File: config.mk
export PLATFORM = sky130hd
export DESIGN_NAME = hub75_bcm_row_driver
export DESIGN_NICKNAME = d
export VERILOG_FILES = /design/src/rtl/led_display_package.sv /design/src/rtl/hub75_oe_timer.sv /design/src/rtl/hub75_bcm_row_driver.sv
export SDC_FILE = /design/constraint.sdc
export NUM_CORES = 1
export LEC_CHECK = 0
export BUFFER_PORTS_ARGS = -buffer_cell sky130_fd_sc_hd__buf_2
export CAP_MARGIN = 20
export CORE_MARGIN = 2
export CORE_UTILIZATION = 55
export DETAILED_ROUTE_END_ITERATION = 7
export HOLD_SLACK_MARGIN = 0.05
export PLACE_DENSITY = 0.81
export SETUP_SLACK_MARGIN = 0.05
export SLEW_MARGIN = 20
export SYNTH_ARGS = -nofsm -noshare
export SYNTH_HDL_FRONTEND = slang
export SYNTH_SLANG_ARGS = --single-unit
File: constraint.sdc
create_clock -name clk -period 2.45 [get_ports clk]
set_input_delay 0.49 -clock clk [delete_from_list [all_inputs] [get_ports clk]]
set_output_delay 0.49 -clock clk [all_outputs]
set_load 0.05 [all_outputs]
File: src/rtl/led_display_package.sv
// Shared LED-panel types and constants.
// Row bundles, HUB75 pin bundle and shifter state codes.
package led_display_package;

    localparam int GL_NUM_COL_PIXELS = 64;
    localparam int GL_NUM_ROWS       = 32;
    localparam int GL_BCM_BITS       = 8;
    localparam int GL_ROW_ADDR_W     = $clog2(GL_NUM_ROWS / 2);
    localparam int GL_PLANE_W        = $clog2(GL_BCM_BITS);

    typedef logic [GL_NUM_COL_PIXELS-1:0] pxl_row_t;

    typedef struct packed {
        pxl_row_t red;
        pxl_row_t green;
        pxl_row_t blue;
    } rgb_row_t;

    // Same bit order as the driver's s_row_data bus.
    typedef struct packed {
        rgb_row_t top;
        rgb_row_t bot;
    } hub_row_t;

    typedef struct packed {
        logic r0;
        logic g0;
        logic b0;
        logic r1;
        logic g1;
        logic b1;
        logic clk;
        logic lat;
        logic oe_n;
    } hub_pins_t;

    localparam logic [2:0] ST_IDLE  = 3'd0;
    localparam logic [2:0] ST_SHIFT = 3'd1;
    localparam logic [2:0] ST_WAIT  = 3'd2;
    localparam logic [2:0] ST_BLANK = 3'd3;
    localparam logic [2:0] ST_LATCH = 3'd4;

endpackage

File: src/rtl/hub75_oe_timer.sv
// Bit-plane display timer; owns the active-low output enable.
// Counts down independently of the shifter so shifting overlaps display.
module hub75_oe_timer #(
    parameter int TMR_W = 11
) (
    input  logic             clk,
    input  logic             nrst,
    input  logic             i_load,
    input  logic [TMR_W-1:0] i_load_val,
    input  logic             i_enable,
    input  logic             i_force_off,
    output logic             o_oe_n,
    output logic             o_expired,
    output logic             o_expiring
);

    logic [TMR_W-1:0] r_cnt;

    always_ff @(posedge clk or negedge nrst) begin
        if (!nrst) begin
            r_cnt <= '0;
        end else if (i_load) begin
            r_cnt <= i_load_val;
        end else if (r_cnt != '0) begin
            r_cnt <= r_cnt - TMR_W'(1);
        end
    end

    assign o_expired  = (r_cnt == '0);
    // Count reaches zero on the coming edge.
    assign o_expiring = (r_cnt <= TMR_W'(1));
    assign o_oe_n     = o_expired | ~i_enable | i_force_off;

endmodule

File: src/rtl/hub75_bcm_row_driver.sv
// HUB75 row driver with binary-coded-modulation bit-planes.
// Shifts plane k+1 while the timer displays plane k.
module hub75_bcm_row_driver
    import led_display_package::*;
#(
    parameter  int NUM_COLS       = 64,
    parameter  int NUM_ROWS       = 32,
    parameter  int BCM_BITS       = 8,
    parameter  int SCLK_DIV       = 2,
    parameter  int BASE_OE_CYCLES = 4,
    parameter  int BLANK_CYCLES   = 2,
    localparam int ROW_ADDR_W     = $clog2(NUM_ROWS / 2),
    localparam int PLANE_W        = $clog2(BCM_BITS)
) (
    input  logic                  clk,
    input  logic                  nrst,
    input  logic [6*NUM_COLS-1:0] s_row_data,
    input  logic [ROW_ADDR_W-1:0] s_row_addr,
    input  logic [PLANE_W-1:0]    s_plane,
    input  logic                  s_valid,
    output logic                  s_ready,
    input  logic                  enable,
    output logic                  hub_r0,
    output logic                  hub_g0,
    output logic                  hub_b0,
    output logic                  hub_r1,
    output logic                  hub_g1,
    output logic                  hub_b1,
    output logic                  hub_clk,
    output logic                  hub_lat,
    output logic                  hub_oe_n,
    output logic [ROW_ADDR_W-1:0] hub_addr,
    output logic                  busy
);

    localparam int TMR_W = $clog2(BASE_OE_CYCLES * (2 ** BCM_BITS) + 1);
    localparam int COL_W = (NUM_COLS > 1) ? $clog2(NUM_COLS) : 1;
    localparam int DIV_W = $clog2(SCLK_DIV + 1);
    localparam int BLK_W = $clog2(BLANK_CYCLES + 1);
    localparam logic [DIV_W-1:0] DIV_LAST = DIV_W'(SCLK_DIV - 1);
    localparam logic [BLK_W-1:0] BLK_LAST = BLK_W'(BLANK_CYCLES - 1);

    logic [2:0]                r_state;
    logic                      r_live;
    logic [5:0][NUM_COLS-1:0]  r_data;
    logic [ROW_ADDR_W-1:0]     r_row;
    logic [ROW_ADDR_W-1:0]     r_addr;
    logic [PLANE_W-1:0]        r_plane;
    logic [COL_W-1:0]          r_col;
    logic [DIV_W-1:0]          r_div;
    logic                      r_high;
    logic [BLK_W-1:0]          r_blk;

    logic                      w_ready;
    logic [PLANE_W-1:0]        w_plane;
    logic                      w_oe_n;
    logic                      w_expired;
    logic                      w_expiring;
    hub_pins_t                 w_pins;

    assign w_ready = r_live && (r_state == ST_IDLE);
    assign w_plane = ({1'b0, s_plane} >= (PLANE_W + 1)'(BCM_BITS))
                   ? PLANE_W'(BCM_BITS - 1) : s_plane;

    always_ff @(posedge clk or negedge nrst) begin
        if (!nrst) begin
            r_state <= ST_IDLE;
            r_live  <= 1'b0;
            r_data  <= '0;
            r_row   <= '0;
            r_addr  <= '0;
            r_plane <= '0;
            r_col   <= '0;
            r_div   <= '0;
            r_high  <= 1'b0;
            r_blk   <= '0;
        end else begin
            r_live <= 1'b1;
            unique case (r_state)
                ST_IDLE: begin
                    if (s_valid && w_ready) begin
                        r_data  <= s_row_data;
                        r_row   <= s_row_addr;
                        r_plane <= w_plane;
                        r_col   <= COL_W'(NUM_COLS - 1);
                        r_div   <= '0;
                        r_high  <= 1'b0;
                        r_state <= ST_SHIFT;
                    end
                end
                ST_SHIFT: begin
                    if (r_div != DIV_LAST) begin
                        r_div <= r_div + DIV_W'(1);
                    end else begin
                        r_div  <= '0;
                        r_high <= ~r_high;
                        if (r_high) begin
                            for (int i = 0; i < 6; i++) begin
                                r_data[i] <= r_data[i] << 1;
                            end
                            r_col <= r_col - COL_W'(1);
                            if (r_col == '0) begin
                                r_state <= w_expiring ? ST_BLANK : ST_WAIT;
                                if (w_expiring) begin
                                    r_addr <= r_row;
                                end
                            end
                        end
                    end
                end
                ST_WAIT: begin
                    if (w_expiring) begin
                        r_addr  <= r_row;
                        r_state <= ST_BLANK;
                    end
                end
                ST_BLANK: begin
                    if (r_blk == BLK_LAST) begin
                        r_blk   <= '0;
                        r_state <= ST_LATCH;
                    end else begin
                        r_blk <= r_blk + BLK_W'(1);
                    end
                end
                ST_LATCH: begin
                    r_state <= ST_IDLE;
                end
                default: begin
                    r_state <= ST_IDLE;
                end
            endcase
        end
    end

    hub75_oe_timer #(
        .TMR_W(TMR_W)
    ) u_oe_timer (
        .clk        (clk),
        .nrst       (nrst),
        .i_load     (r_state == ST_LATCH),
        .i_load_val (TMR_W'(BASE_OE_CYCLES) << r_plane),
        .i_enable   (enable),
        .i_force_off((r_state == ST_BLANK) || (r_state == ST_LATCH)),
        .o_oe_n     (w_oe_n),
        .o_expired  (w_expired),
        .o_expiring (w_expiring)
    );

    always_comb begin
        w_pins      = '0;
        w_pins.r0   = r_data[5][NUM_COLS-1];
        w_pins.g0   = r_data[4][NUM_COLS-1];
        w_pins.b0   = r_data[3][NUM_COLS-1];
        w_pins.r1   = r_data[2][NUM_COLS-1];
        w_pins.g1   = r_data[1][NUM_COLS-1];
        w_pins.b1   = r_data[0][NUM_COLS-1];
        w_pins.clk  = (r_state == ST_SHIFT) && r_high;
        w_pins.lat  = (r_state == ST_LATCH);
        w_pins.oe_n = w_oe_n;
    end

    assign hub_r0   = w_pins.r0;
    assign hub_g0   = w_pins.g0;
    assign hub_b0   = w_pins.b0;
    assign hub_r1   = w_pins.r1;
    assign hub_g1   = w_pins.g1;
    assign hub_b1   = w_pins.b1;
    assign hub_clk  = w_pins.clk;
    assign hub_lat  = w_pins.lat;
    assign hub_oe_n = w_pins.oe_n;
    assign hub_addr = r_addr;
    assign s_ready  = w_ready;
    assign busy     = (r_state != ST_IDLE) || !w_expired;

endmodule

; ---- Word-level counts from Yosys, hierarchy flattened
; Index checks and enable logic that the tools add are counted.
[word_totals]
regBits = 421
in_bits = 395
word_cells = 88
output_inout_bits = 15
[classes]
shifts = 1
n_mux = 30
order_cmp = 1
eq_ne = 12
n_bitwise = 4
reduce_logical = 20
n_addsub = 4
[ops]
columns = cell, count
row1 = $mux 384, 3
row2 = $pmux 384 s2, 1
row3 = $mux 11, 2
row4 = $mux 3, 6
row5 = $mux 6, 3
row6 = $mux 4, 4
row7 = $pmux 3 s4, 1
row8 = $pmux 6 s2, 1
row9 = $le 11x1->1 const B, 1
row10 = $logic_not 11->1, 1
row11 = $reduce_bool 11->1, 1
row12 = $shl 3x3->11 const A, 1
row13 = $sub 11x1->11 const B, 1
row14 = $ne 2x2->1 const B, 5
row15 = $pmux 4 s2, 1
row16 = $reduce_and 4->1, 2
row17 = $eq 3x2->1 const B, 2
row18 = $logic_not 6->1, 1
row19 = $mux 2, 3
row20 = $reduce_and 6->1, 1
row21 = $reduce_bool 2->1, 3
row22 = $sub 6x1->6 const B, 1
row23 = $add 2x1->2 const B, 2
row24 = $ne 2x1->1 const B, 2
row25 = other kinds (15), 23

; ---- Logic depth before layout (Yosys ltp)
; Gate-level depths: netlist of the first run.
[depth]
depth_word = 6
depth_mapped = 9
mapped_depth_nobuf = 7

; ---- Cells and area by module
; A second synthesis of the first run with hierarchy kept.
[unflattened]
cells_unflattened = 2267
hier_area_um2 = 19336.0
[by_module_without_submodules]
columns = module, area_each_um2, cells_each, n_inst, seq_area_each_um2
row1 = hub75_bcm_row_driver, 18660.4, 2198, 1, 10259.8
row2 = hub75_oe_timer, 675.6, 69, 1, 275.3

; ---- Least setup slack after synthesis of the first run
; No wires, ideal clock.
[synth_path]
kind = reg-to-output
from = register u_oe_timer.r_cnt[0]
to = output port busy
path_buffers = 0
slack_ns = -0.231
stages_incl_launch_ff = 6
arrival_time_ns = 2.191
cell_sequence = dfrtp_1 -> inv_1 -> ha_1 -> or4b_2 -> nor4b_1 -> nand2_1
[synth_via]
elab_chain_len = 3
[synth_lines]
columns = element, line_no
row1 = "start, declared", hub75_oe_timer.sv:17  ; logic [TMR_W-1:0] r_cnt;
row2 = "start signal, assigned", hub75_oe_timer.sv:23  ; r_cnt <= i_load_val;
row3 = "start signal, assigned", hub75_oe_timer.sv:25  ; r_cnt <= r_cnt - TMR_W'(1);
row4 = $logic_not 11->1, hub75_oe_timer.sv:29  ; assign o_expired = (r_cnt == '0);
row5 = $logic_not 1->1, hub75_bcm_row_driver.sv:173  ; assign busy = (r_state != ST_IDLE) || !w_expired;
row6 = $logic_or 1x1->1, hub75_bcm_row_driver.sv:173
row7 = "end, declared", hub75_bcm_row_driver.sv:33  ; output logic busy
; Every way passes these cells.

; ---- Worst setup path in the final report of the first run
[layout_path]
from = register u_oe_timer.r_cnt[1]
to = output port busy
; The elaborated chain is that of the path after synthesis.

==> impl_metrics.toml, run 1 <==
[worst_setup_path]
cp-end-kind = "primary output"
critPathMaxFanout = 2
r2r-start = "r_col[3]$_DFFE_PN0P_"
crit_arrival_ns = 2.13
worstSetupStartpoint = "u_oe_timer.r_cnt[1]$_DFFE_PN0P_"
startpoint_type = "flop"
path_class = "flop to primary output"
required_ns = 1.96

[global_routing]
first_global_vias = 16700
antenna_found_initial = 9
grt_max_degree = 151
grt.overflow.total = 0
grt_pass1_wl_mm = 82.4
track_usage = 0.280

[clock_network]
worstSkewPairLatency_ns = 0.53
clockBufferDepth = 3
clk_pin_slew_ns = 0.06
root_buffer = "clkbuf_16"
h-tree-depth = 2
cts_buffers = 45
clock_sinks = 421
cts_tree = "built"

[worst_hold_path]
hold_class = "input port to flop"
holdCritStartpoint = "s_row_data[0]"

[die]
boundaryPins = 410
num_rows = 67
start_util = 0.562
coreArea_um2 = 33700
die-area_um2 = 36000
die_h_um = 190
die_w_um = 190

[layout]
final_nets = 3024
drive_above_1_share = 0.208
finish.utilization = 0.687
fin_area_um2 = 23200
final_cell_mix = "nand2_1 (786), dfrtp_1 (418), buf_2 (405)"
layout_commonest_cell = "nand2_1"
syn_to_final_growth_pct = 22.2

[sta]
maxSlewViolCount = 0
tightest_slew_ns = 0.646
timing.fmax_mhz = 381
min_period_over_period = 1.07
fin_skew_ns = 0.00860
relSlewSlack = 0.569
fin_crit_ns = 2.62
hold_violations = 0
rsz0062_at_grt = "yes"
setup_viol = 1
fin_ws_ns = -0.174

[detailed_routing]
vias = 17500
dr.pass1.iters = 5
antenna_left = 0
post_drt_wl_per_cell_um = 16.2
avgViaCountPerCell = 5.63
wirelength_mm = 50.4
drt_iter0_markers = 1728
drc_errors = 0

[placement]
routabilityCongestion = 0.882
port_buffers = 409
placed_area_um2 = 21600
hpwlAfterDp_mm = 34.3

[power_and_ir_drop]
vdd_drop_max_v = 0.000681
power_density_nw_per_um2 = 1280
p_leak_nw = 10.9
total_power_mw = 29.6

[synthesis]
synth-async-reset-ratio = 1.00
syn_nets = 2687
ys_seq_elements = 421
synth_edf_count = 0
syn_inst = 2287
avgSynthCellArea_um2 = 8.29
synth_flop_cell = "dfrtp_1"
synthesis.area_um2 = 19000
ys_types = 45
ys_seq_area_frac = 0.556
synth_warnings = 0

[flow_run]
maxCapViolations = 0

[status]
violations = "setup timing"
status = "finished, violations left"
power by group:
| group | switching (mW) | leakage [nW] | total [mW] | internal [mW] |
|---|---|---|---|---|
| combinational | 6.58 | 5.53 | 10.8 | 4.26 |
| sequential | 1.89 | 4.63 | 12.1 | 10.2 |
| clock | 2.70 | 0.708 | 6.67 | 3.97 |
worst max-delay path, stage by stage, from the launching register on:
cell,delay [ns]
dfrtp_1,0.40
inv_2,0.08
ha_4,0.13
or4b_4,0.48
nor4b_4,0.27
nand2_2,0.10
buf_8,0.15
cells by family after synthesis:
| family | count (synthesis) | share of synthesized area |
|---|---|---|
| XOR/XNOR | 9 | 0.00416 |
| AO/OA/AOI/OAI | 425 | 0.142 |
| AND/OR/NAND/NOR | 1237 | 0.252 |
| buffers and inverters | 185 | 0.0395 |
| adder cells (fa/ha/maj) | 5 | 0.00330 |
| other | 1 | 0.000198 |
| flip-flops | 421 | 0.556 |
| multiplexers | 4 | 0.00218 |
synthesized netlist by cell type (4+ instances only):
master	instances	area share
nand2_1	787	0.16
dfrtp_1	421	0.56
nor2_1	403	0.080
a31oi_1	378	0.12
clkbuf_1	131	0.026
buf_2	44	0.012
a21oi_1	11	0.0029
o21ai_0	11	0.0029
nand3_1	10	0.0026
inv_1	9	0.0018
a22o_1	6	0.0028
nor3_1	6	0.0016
or3_1	6	0.0020
xnor2_1	6	0.0028
ha_1	5	0.0033
a211oi_1	4	0.0016
and2_1	4	0.0013
nand4_1	4	0.0013
final timing paths:
| path | endpoint | slack, ns | depth (start not counted) |
|---|---|---|---|
| worst max register to register | hub_addr[2]$_DFFE_PN0P_ | 0.18 | 5 |
| worst max-delay path | busy | -0.17 | 6 |
| min in group asynchronous | r_data[101]$_DFFE_PN0P_ | 0.45 | 2 |
| max in group asynchronous | r_data[192]$_DFFE_PN0P_ | 1.20 | 3 |
| worst min register to register | r_state[2]$_DFFE_PN0P_ | 0.44 | 1 |
| worst min-delay path | r_data[0]$_DFFE_PN0P_ | 0.17 | 2 |
sequential cells by signal (all words and copies together) (netlist names):
register and flops:
hub_addr 4, hub_b0 1, hub_b1 1, hub_g0 1, hub_g1 1, hub_r0 1, hub_r1 1, r_blk 2
r_col 6, r_data 378, r_div 2, r_high 1, r_live 1, r_plane 3, r_row 4, r_state 3
u_oe_timer.r_cnt 11
timing repair:
item,4_1_cts,5_1_grt
pin swaps,3,1
resized for setup,13,4
hold endpoints to repair,38,0
setup endpoints to repair,4,5
hold buffers,1,0
setup buffers,5,0
cloned,0,0
layout make-up:
type	instances	area [um^2]
fillers	2665	10500
flip-flops and latches	421	10500
multi-input cells	1681	7730
repair buffers	465	2820
clock buffers	66	1290
well taps	448	561
clock inverters	13	149
inverters	10	38.8
diodes	6	15.0
stage by stage:
step	setup TNS, ns	hold slack (ns)	cells	setup WS, ns
after global placement	0	0.422	3019	0.0721
final	-0.174	0.174	3110	-0.174
after CTS	-0.196	0.157	3104	-0.196
after detailed placement	0	0.431	3019	0.0287
after floorplan	0	0.194	2287	0.0193
after global routing	-0.270	0.173	3108	-0.265
layer usage:
| metal | vias to the layer above | part of all wire | GRT usage |
|---|---|---|---|
| met5 | - | 0.00081 | 0 |
| met4 | 6 | 0.033 | 0.0966 |
| met3 | 125 | 0.073 | 0.0483 |
| met2 | 668 | 0.47 | 0.453 |
| met1 | 8401 | 0.42 | 0.385 |
| li1 | 8321 | - | - |
Note: power is estimated with default switching activity, not from simulation.
==> run 2: changes to the inputs <==
Settings changed: MAX_ROUTING_LAYER set to met4.
==> run 2 against run 1 <==
The flow still finishes with violations (setup timing). Clock skew rose by 0.0066 ns. Worst hold slack improved by 0.0041 ns. Non-clock buffer count rose by 13. Register-to-register slack got worse by 0.05 ns. Sequential cell count did not move. Critical path depth did not move.
==> impl_metrics.toml, run 2 (synthesis gave the netlist of run 1 again) <==
[detailed_routing]
avgViaCountPerCell = 5.63
vias = 17600
post_drt_wl_per_cell_um = 16.4
drc_errors = 0
dr.pass1.iters = 6
antenna_left = 0
wirelength_mm = 51.1
drt_iter0_markers = 1435

[layout]
final_nets = 3036
syn_to_final_growth_pct = 22.8
layout_commonest_cell = "nand2_1"
top_regs = "r_data: 378 flops, u_oe_timer.r_cnt: 11 flops, r_col: 6 flops"
final_cell_mix = "nand2_1 (786), dfrtp_1 (416), buf_2 (405)"
largest_reg_flops = 378
finish.utilization = 0.690
top_register = "r_data"
drive_above_1_share = 0.212

[die]
die-area_um2 = 36000
start_util = 0.562
num_rows = 67
coreArea_um2 = 33700
die_w_um = 190
boundaryPins = 410
die_h_um = 190

[worst_setup_path]
critPathMaxFanout = 2
path_cells = "inv_2 > ha_4 > or4b_4 > nor4b_4 > nand2_2 > buf_8"
worstSetupStartpoint = "u_oe_timer.r_cnt[0]$_DFFE_PN0P_"
critPathSlowestCell = "or4b_4"
cp-end-kind = "primary output"
required_ns = 1.96
slowest_delay_ns = 0.47
r2r-start = "u_oe_timer.r_cnt[1]$_DFFE_PN0P_"
path_class = "flop to primary output"
crit_arrival_ns = 2.13
startpoint_type = "flop"

[clock_network]
worstSkewPairLatency_ns = 0.53
root_buffer = "clkbuf_16"
cts_tree = "built"
h-tree-depth = 2
clockBufferDepth = 3
cts_buffers = 44
clock_sinks = 421
clk_pin_slew_ns = 0.06

[worst_hold_path]
holdCritStartpoint = "s_row_data[0]"
hold_class = "input port to flop"

[sta]
fin_ws_ns = -0.174
relSlewSlack = 0.572
timing.fmax_mhz = 381
setup_viol = 1
fin_crit_ns = 2.62
min_period_over_period = 1.07
fin_skew_ns = 0.0152
tightest_slew_ns = 0.641
hold_violations = 0
whs_ns = 0.178
maxSlewViolCount = 0
rsz0062_at_grt = "yes"

[placement]
hpwlAfterDp_mm = 34.7
routabilityCongestion = 0.904
dp_slack_ns = 0.0619
port_buffers = 409

[power_and_ir_drop]
power_density_nw_per_um2 = 1270
p_leak_nw = 10.9
vdd_drop_max_v = 0.000628

[global_routing]
grt_max_degree = 151
grt_pass1_wl_mm = 82.8
grt.overflow.total = 0
first_global_vias = 16600
track_usage = 0.291
antenna_found_initial = 11

[status]
status = "finished, violations left"
violations = "setup timing"

[flow_run]
maxCapViolations = 0
run 2: timing repair:
item                                    4_1_cts  5_1_grt
gates resized for setup                      21        5
hold endpoints to repair                     44        0
pin swaps                                     7        7
setup buffers                                11       10
hold buffers                                  1        0
endpoints found under the setup margin        4       10
run 2: per-layer routing:
metal / global-route usage / part of all wire / wire, um / vias to the layer above
met4: 0.105 / 0.032 / 1620 / 0
met1: 0.384 / 0.42 / 21400 / 8437
li1: - / - / - / 8358
met5: - / 0 / 0 / -
met2: 0.462 / 0.48 / 24500 / 687
met3: 0.0454 / 0.070 / 3590 / 115
run 2: critical path: cells and delay by family, from the launching register on:
kind                     cells  cell delay [ns]
buffers and inverters        2             0.24
adder cells (fa/ha/maj)      1             0.13
AND/OR/NAND/NOR              3             0.84
flip-flops                   1             0.40
run 2: final cells by class:
type                    instances  area (um^2)
diodes                         11         27.5
clock buffers                  66         1260
clock inverters                 9          120
fillers                      2677        10400
inverters                      10         38.8
multi-input cells            1681         7780
flip-flops and latches        421        10500
well taps                     448          561
repair buffers                478         2930
run 2: worst paths after layout:
check,endpoint,slack [ns],cells after the start
min reg2reg,r_state[2]$_DFFE_PN0P_,0.43,1
min,r_data[0]$_DFFE_PN0P_,0.18,2
min in group asynchronous,r_data[119]$_DFFE_PN0P_,0.49,2
max in group asynchronous,r_data[296]$_DFFE_PN0P_,1.15,4
max,busy,-0.17,6
max reg2reg,hub_addr[2]$_DFFE_PN0P_,0.13,10
run 2: report_power, final:
group / switching, mW / total [mW] / internal [mW]
registers: 1.92 / 12.2 / 10.2
clock network: 2.64 / 6.50 / 3.86
logic: 6.61 / 10.9 / 4.33
total: 11.2 / 29.6 / 18.4
run 2: metrics by stage:
| step | power, mW | cells | TNS [ns] | cell area [um^2] |
|---|---|---|---|---|
| 2_1_floorplan | 19.8 | 2287 | 0 | 19000 |
| 3_3_place_gp | 22.2 | 3020 | 0 | 21600 |
| 3_5_place_dp | 22.9 | 3020 | 0 | 21600 |
| 4_1_cts | 29.6 | 3107 | -0.269 | 23200 |
| 5_1_grt | 31.9 | 3124 | -0.250 | 23300 |
| 6_report | 29.6 | 3124 | -0.174 | 23300 |
